==> config.mk <==
export PLATFORM = sky130hd
export DESIGN_NAME = mpe_seq_ctrl
export DESIGN_NICKNAME = d
export VERILOG_FILES = /design/src/rtl/mpe_seq_ctrl.sv
export SDC_FILE = /design/constraint.sdc
export NUM_CORES = 1
export LEC_CHECK = 0
export ABC_AREA = 1
export ABC_CLOCK_PERIOD_IN_PS = 3900
export BUFFER_PORTS_ARGS = -buffer_cell sky130_fd_sc_hd__buf_4
export CAP_MARGIN = 20
export CORE_ASPECT_RATIO = 1.4
export CORE_MARGIN = 3
export CORE_UTILIZATION = 60
export CTS_CLUSTER_DIAMETER = 40
export DETAILED_ROUTE_END_ITERATION = 16
export PLACE_DENSITY = 0.79
export SETUP_SLACK_MARGIN = 0.2
export SYNTH_ARGS = -nofsm -noshare
export SYNTH_HDL_FRONTEND = slang
export SYNTH_SLANG_ARGS = --single-unit
==> constraint.sdc <==
create_clock -name i_clk -period 3.9 [get_ports i_clk]
set_input_delay 0.195 -clock i_clk [delete_from_list [all_inputs] [get_ports i_clk]]
set_output_delay 0.195 -clock i_clk [all_outputs]
set_load 0.01 [all_outputs]
==> src/rtl/mpe_seq_ctrl.sv <==
// Sequencer for one MPE column: weight load, diagonally staggered fmap stream, psum drain.
// Latency: LOAD_W one cycle after accepted start, first psum valid NUMBER_PE+PSUM_LAT cycles after that.
// Backpressure: i_stall freezes all sequencing and zeroes strobes/enables that cycle. Optional MPE_SEQ_ABORT_EN adds i_abort.
module mpe_seq_ctrl #(
   parameter int NUMBER_PE = 9,
   parameter int PSUM_LAT  = 4,
   parameter int VEC_W     = 16
) (
   input  logic                 i_clk,
   input  logic                 i_rest_n,
   input  logic                 i_start,
   input  logic [VEC_W-1:0]     i_num_vec,
   input  logic                 i_stall,
`ifdef MPE_SEQ_ABORT_EN
   input  logic                 i_abort,
`endif
   output logic                 o_busy,
   output logic                 o_weight_en,
   output logic [NUMBER_PE-1:0] o_left_en,
   output logic [NUMBER_PE-1:0] o_right_en,
   output logic [NUMBER_PE-1:0] o_fmap_rd,
   output logic                 o_psum_valid,
   output logic [VEC_W-1:0]     o_vec_cnt,
   output logic                 o_done
);

   // Counter width one bit wider than the vector count so N+NUMBER_PE-1 never wraps.
   localparam int CW = VEC_W + 1;
   localparam int DW = (PSUM_LAT > 1) ? $clog2(PSUM_LAT) : 1;

   typedef enum logic [2:0] {
      S_IDLE,
      S_LOAD_W,
      S_STREAM,
      S_DRAIN,
      S_DONE
   } state_t;

   state_t                 r_state;
   logic [VEC_W-1:0]       r_n;
   logic [CW-1:0]          r_s;
   logic [DW-1:0]          r_drain;
   logic [PSUM_LAT-1:0]    r_pipe;
   logic [VEC_W-1:0]       r_vec_cnt;
   logic                   r_weight;
   logic [NUMBER_PE-1:0]   r_rd;
   logic [NUMBER_PE-1:0]   r_en;
   logic                   r_done;

   logic                   w_active;
   logic                   w_stall;
   logic                   w_abort;
   logic [CW-1:0]          w_s_last;
   logic [CW-1:0]          w_s_next;
   logic                   w_pipe_in;

   // Column k reads while k <= s <= k+N-1: a window of N strobes sliding one column per step.
   function automatic logic [NUMBER_PE-1:0] f_window(input logic [CW-1:0] s,
                                                      input logic [CW-1:0] n);
      logic [NUMBER_PE-1:0] v;
      v = '0;
      for (int k = 0; k < NUMBER_PE; k++) begin
         v[k] = (s >= CW'(k)) && (s < (CW'(k) + n));
      end
      return v;
   endfunction

   // PE k is enabled once the stream step reaches k and stays on (thermometer fill).
   function automatic logic [NUMBER_PE-1:0] f_therm(input logic [CW-1:0] s);
      logic [NUMBER_PE-1:0] v;
      v = '0;
      for (int k = 0; k < NUMBER_PE; k++) begin
         v[k] = (s >= CW'(k));
      end
      return v;
   endfunction

`ifdef MPE_SEQ_ABORT_EN
   assign w_abort = i_abort;
`else
   assign w_abort = 1'b0;
`endif

   assign w_active  = (r_state == S_LOAD_W) || (r_state == S_STREAM) || (r_state == S_DRAIN);
   assign w_stall   = i_stall & w_active;
   assign w_s_last  = {1'b0, r_n} + CW'(NUMBER_PE) - CW'(2);
   assign w_s_next  = r_s + CW'(1);

   // Registered strobes are masked for the stalled cycle only; they reappear when stall drops.
   assign o_busy       = (r_state != S_IDLE);
   assign o_weight_en  = r_weight & ~w_stall;
   assign o_fmap_rd    = r_rd & {NUMBER_PE{~w_stall}};
   assign o_left_en    = r_en & {NUMBER_PE{~w_stall}};
   assign o_right_en   = r_en & {NUMBER_PE{~w_stall}};
   assign o_psum_valid = r_pipe[PSUM_LAT-1] & ~w_stall;
   assign o_vec_cnt    = r_vec_cnt;
   assign o_done       = r_done;

   // The last column's read strobe feeds the psum latency pipe.
   assign w_pipe_in = o_fmap_rd[NUMBER_PE-1];

   // Job FSM, stream/drain counters, psum pipe and emitted-psum counter.
   always_ff @(posedge i_clk or negedge i_rest_n) begin
      if (!i_rest_n) begin
         r_state   <= S_IDLE;
         r_n       <= '0;
         r_s       <= '0;
         r_drain   <= '0;
         r_pipe    <= '0;
         r_vec_cnt <= '0;
         r_weight  <= 1'b0;
         r_rd      <= '0;
         r_en      <= '0;
         r_done    <= 1'b0;
      end else if (w_abort && (r_state != S_IDLE)) begin
         // Abort wins over stall and normal progress; the psum count is kept for inspection.
         r_state  <= S_IDLE;
         r_s      <= '0;
         r_drain  <= '0;
         r_pipe   <= '0;
         r_weight <= 1'b0;
         r_rd     <= '0;
         r_en     <= '0;
         r_done   <= 1'b0;
      end else begin
         if (o_psum_valid && (r_vec_cnt != {VEC_W{1'b1}})) begin
            r_vec_cnt <= r_vec_cnt + VEC_W'(1);
         end

         if (((r_state == S_STREAM) || (r_state == S_DRAIN)) && !i_stall) begin
            for (int i = PSUM_LAT - 1; i > 0; i--) begin
               r_pipe[i] <= r_pipe[i-1];
            end
            r_pipe[0] <= w_pipe_in;
         end

         case (r_state)
            S_IDLE: begin
               if (i_start) begin
                  r_n       <= i_num_vec;
                  r_vec_cnt <= '0;
                  r_weight  <= 1'b1;
                  r_state   <= S_LOAD_W;
               end
            end

            S_LOAD_W: begin
               if (!i_stall) begin
                  r_weight <= 1'b0;
                  if (r_n == '0) begin
                     r_done  <= 1'b1;
                     r_state <= S_DONE;
                  end else begin
                     r_s     <= '0;
                     r_rd    <= f_window('0, {1'b0, r_n});
                     r_en    <= f_therm('0);
                     r_state <= S_STREAM;
                  end
               end
            end

            S_STREAM: begin
               if (!i_stall) begin
                  if (r_s == w_s_last) begin
                     // Every PE is already enabled here because N >= 1.
                     r_rd    <= '0;
                     r_drain <= '0;
                     r_state <= S_DRAIN;
                  end else begin
                     r_s  <= w_s_next;
                     r_rd <= f_window(w_s_next, {1'b0, r_n});
                     r_en <= f_therm(w_s_next);
                  end
               end
            end

            S_DRAIN: begin
               if (!i_stall) begin
                  if (r_drain == DW'(PSUM_LAT - 1)) begin
                     r_en    <= '0;
                     r_done  <= 1'b1;
                     r_state <= S_DONE;
                  end else begin
                     r_drain <= r_drain + DW'(1);
                  end
               end
            end

            S_DONE: begin
               r_done  <= 1'b0;
               r_en    <= '0;
               r_rd    <= '0;
               r_pipe  <= '0;
               r_state <= S_IDLE;
            end

            default: begin
               r_state <= S_IDLE;
            end
         endcase
      end
   end

endmodule

==> Flow_metrics.wiki <==
{| class="wikitable"
! Metric !! Value
|-
| Root buf cell || sky130_fd_sc_hd__clkbuf_16
|-
| Die Wd || 115 um
|-
| Total power density per cell area || 613 mW/mm^2
|-
| Slowest cell on the critical path || sky130_fd_sc_hd__dfrtp_1
|-
| Cells along the critical path || clkinv_1 -> ha_1 -> inv_1 -> nand2_1 -> nor2_1 -> nand2_1 -> xor2_1 -> ha_1 -> a21oi_1 -> o21ai_0 -> o21ai_0 -> nand2_1 -> a21oi_1 -> nand4_1 -> nand2_1
|-
| Number of enable flip-flop cells after synthesis || 0
|-
| Result of the run || complete, no violations
|-
| Remaining design rule violation count || 0
|-
| Period Utilization, post-route || 0.906
|-
| Placed standard-cell area || 0.0106 sq mm
|-
| Clock tree from TritonCTS || built
|-
| Post-DR vias/cell || 5.93
|-
| Total Nets Final || 1709
|-
| Count of routing violations after the opening detailed-route iteration || 778
|-
| Number of routed nets with antenna violations || 0
|-
| Max rail drop VDD || 0.441 mV
|-
| Finished layout cell area || 0.0109 sq mm
|-
| Post-route clock skew || 0.0161 ns
|-
| Commonest non-fill, non-tap cell in the layout || sky130_fd_sc_hd__nand2_1
|-
| Remaining max-slew budget at the tightest pin || 0.522
|-
| H-tree levels || 3
|-
| CORE AREA || 0.0162 sq mm
|-
| Leakage power figure || 5.74 nW
|-
| Leading post-synthesis cells by cell area || sky130_fd_sc_hd__ha_1, sky130_fd_sc_hd__dfrtp_1, sky130_fd_sc_hd__nand2_1
|-
| Setup Total Neg Slack || 0 ns
|-
| Syn Inst Count || 1467
|-
| DP Wirelength || 24.5 mm
|-
| Final setup fails || 0
|-
| Number of hold-slack violations in the final timing report || 0
|-
| Fraction of power consumed by combinational cells || 0.663
|-
| # fillers || 1469
|-
| Max-slew violation total from the final report || 0
|-
| Clock latency reported for the late side of the worst-skew pair || 0.37 ns
|-
| Placed Cells incl. Taps || 1718
|-
| Net switching power figure || 3.66 mW
|-
| Async set or reset register ratio after synthesis || 1.00
|-
| Synth top area share || 0.199
|-
| Post-Synthesis Cell Area || 0.00992 sq mm
|-
| Number of detailed-routing iterations run before antenna repair || 8
|-
| Start-to-end type of the worst setup path || reg -> reg
|-
| Internal || 3.04 mW
|-
| Setup repair after global routing missed its margin || no
|-
| Syn nets || 1645
|-
| Switching share of power || 0.546
|-
| Maximum clock frequency || 283 MHz
|-
| Cell accounting for the most synthesized area || sky130_fd_sc_hd__ha_1
|-
| Number of warnings issued by yosys || 0
|-
| Number of clock sinks || 78
|-
| Wirelength, routed || 31.3 mm
|-
| Clock transition time at the flip-flop clock pins of the worst setup and hold paths || 0.08 ns
|-
| Number of unique standard cell types used by synthesis || 49
|-
| Min-delay worst type || in -> reg
|-
| Overflow left after global routing || 0
|-
| Initial Utilization || 0.613
|-
| Post-detailed-route wirelength per cell || 18.0 um
|-
| PortBufs || 66
|-
| Largest net degree at the start of global routing || 49
|-
| Total Routing Usage GR || 0.349
|-
| Endpoint class of the critical path || flop
|-
| Row cnt || 55
|-
| Tightest Pin Transition || 0.709 ns
|-
| Synthesized flop and latch total || 78
|-
| Family with the most delay on the worst path || simple AND/OR/NAND/NOR gates
|-
| Proportion of power drawn by the clock network || 0.147
|-
| Initial antenna violation count || 0
|-
| Non-filler cells in the finished layout || 1735
|-
| Average instance area after synthesis || 6.76 sq um
|-
| Largest buffer count on any clock path || 2
|-
| Dominant cell type by count on the critical path || sky130_fd_sc_hd__nand2_1
|-
| Commonest non-fill, non-tap cells in the layout || sky130_fd_sc_hd__nand2_1, sky130_fd_sc_hd__nor2_1, sky130_fd_sc_hd__ha_1
|-
| Area growth from synthesis to layout || 10.3%
|-
| Antenna fix cells || 0
|-
| Buffers and inverters on the worst path || 2
|-
| Sequential fraction of the synthesis area || 0.197
|-
| Fraction of final layout cells sized beyond drive strength 1 || 0.113
|-
| Total CTS buffers || 9
|-
| Critical path data required time || 4.20 ns
|-
| Vias after detailed routing || 10296
|-
| Most common flop cell mapped by yosys || sky130_fd_sc_hd__dfrtp_1
|-
| Routability congestion estimate || 1.06
|-
| Max-cap violations || 0
|-
| Startpoint class of the critical path || flop
|-
| Post-Route Utilization || 0.677
|-
| Top fanout value on the critical path || 7
|-
| Die span in y || 158 um
|-
| Peak per-stage delay on the critical path || 0.58 ns
|-
| First-pass GRT wire length || 49.4 mm
|-
| Fraction of power consumed by sequential logic || 0.190
|-
| Arrival time of data at the critical path endpoint || 3.83 ns
|-
| IO Pins || 67
|-
| Time the final worst path needs with I/O delays and setup || 3.53 ns
|-
| Die Outline Area || 0.0181 sq mm
|-
| Number of global-route vias before repair || 9724
|}
## cell usage after synthesis (all sizes together) (2+ instances only)
cell	count
ha	158
nand2	393
clkbuf	11
a211o	4
inv	148
a21oi	85
buf	30
xor2	67
a22oi	2
nand3b	2
a211oi	10
o21ai	92
nor2	200
or2	4
a21boi	2
a31oi	4
a221oi	3
clkinv	5
xnor2	4
dfrtp	78
nand3	88
nor3	37
o22ai	2
nand4	28
## power groups by stage
stage | clock network [mW] | registers, mW | logic [mW]
6_report | 0.987 | 1.28 | 4.44
3_5_place_dp | 0 | 1.27 | 4.33
2_1_floorplan | 0 | 1.08 | 3.32
3_3_place_gp | 0 | 1.26 | 4.22
4_1_cts | 0.996 | 1.26 | 4.36
5_1_grt | 1.03 | 1.29 | 4.96
## repair_timing
item | CTS | global route
setup endpoints to repair | 0 | 1
hold endpoints to repair | 47 | 0
hold buffers | 1 | 0
gates resized for setup | 0 | 3
setup buffers | 0 | 0
## layout make-up
class	count	area, sq um	area share
well taps	199	249	0.0228
multi-input cells	1195	7130	0.651
repair buffers	94	708	0.0647
clock buffers	9	225	0.0206
clock inverters	7	104	0.00949
flip-flops and latches	78	1950	0.179
inverters	153	574	0.0525
## per-stage QoR
step           hold slack (ns)  setup WS [ns]  power (mW)
6_report                0.0290          0.368        6.70
5_1_grt                 0.0519          0.206        7.27
4_1_cts                 0.0242          0.290        6.61
3_5_place_dp             0.265          0.317        5.60
3_3_place_gp             0.259          0.410        5.49
2_1_floorplan           -0.101           1.18        4.40
## sequential cells by signal, indices dropped and copies added (netlist names)
| signal | cells |
|---|---|
| r_state | 3 |
| r_s | 17 |
| r_weight | 1 |
| r_pipe | 4 |
| r_en | 9 |
| o_vec_cnt | 16 |
| r_rd | 9 |
| r_drain | 2 |
| r_n | 16 |
| o_done | 1 |
## per-layer routing
metal,GRT usage,share of wire
met5,0,0
met4,0.242,0.077
met3,0.0474,0.065
met2,0.585,0.47
met1,0.409,0.39
## cell families (layout without fill, tap and decap cells)
group / count (synthesis) / in the layout / synth area share
compound gates: 209 / 209 / 0.119
xor+xnor: 72 / 72 / 0.0650
fa+ha+maj: 158 / 158 / 0.199
buf+inv: 194 / 263 / 0.0861
flops: 78 / 78 / 0.197
simple gates: 756 / 756 / 0.334
## worst min-delay path, stage by stage
cell                      delay, ns
sky130_fd_sc_hd__buf_4         0.08
sky130_fd_sc_hd__nand2_1       0.04
sky130_fd_sc_hd__o21ai_0       0.05
## path summary, 6_finish.rpt
kind,from,endpoint,slack (ns),depth (start not counted)
min in group asynchronous,i_rest_n,r_rd[8],0.40,2
hold reg to reg,r_en[0],r_en[0],0.47,2
setup / recovery,r_n[0],r_rd[3],0.37,15
setup reg to reg,r_n[0],r_rd[3],0.37,15
hold / removal,i_num_vec[10],r_n[10],0.03,3
max in group asynchronous,i_rest_n,r_n[2],2.53,3
(Power assumes the default switching activity.)
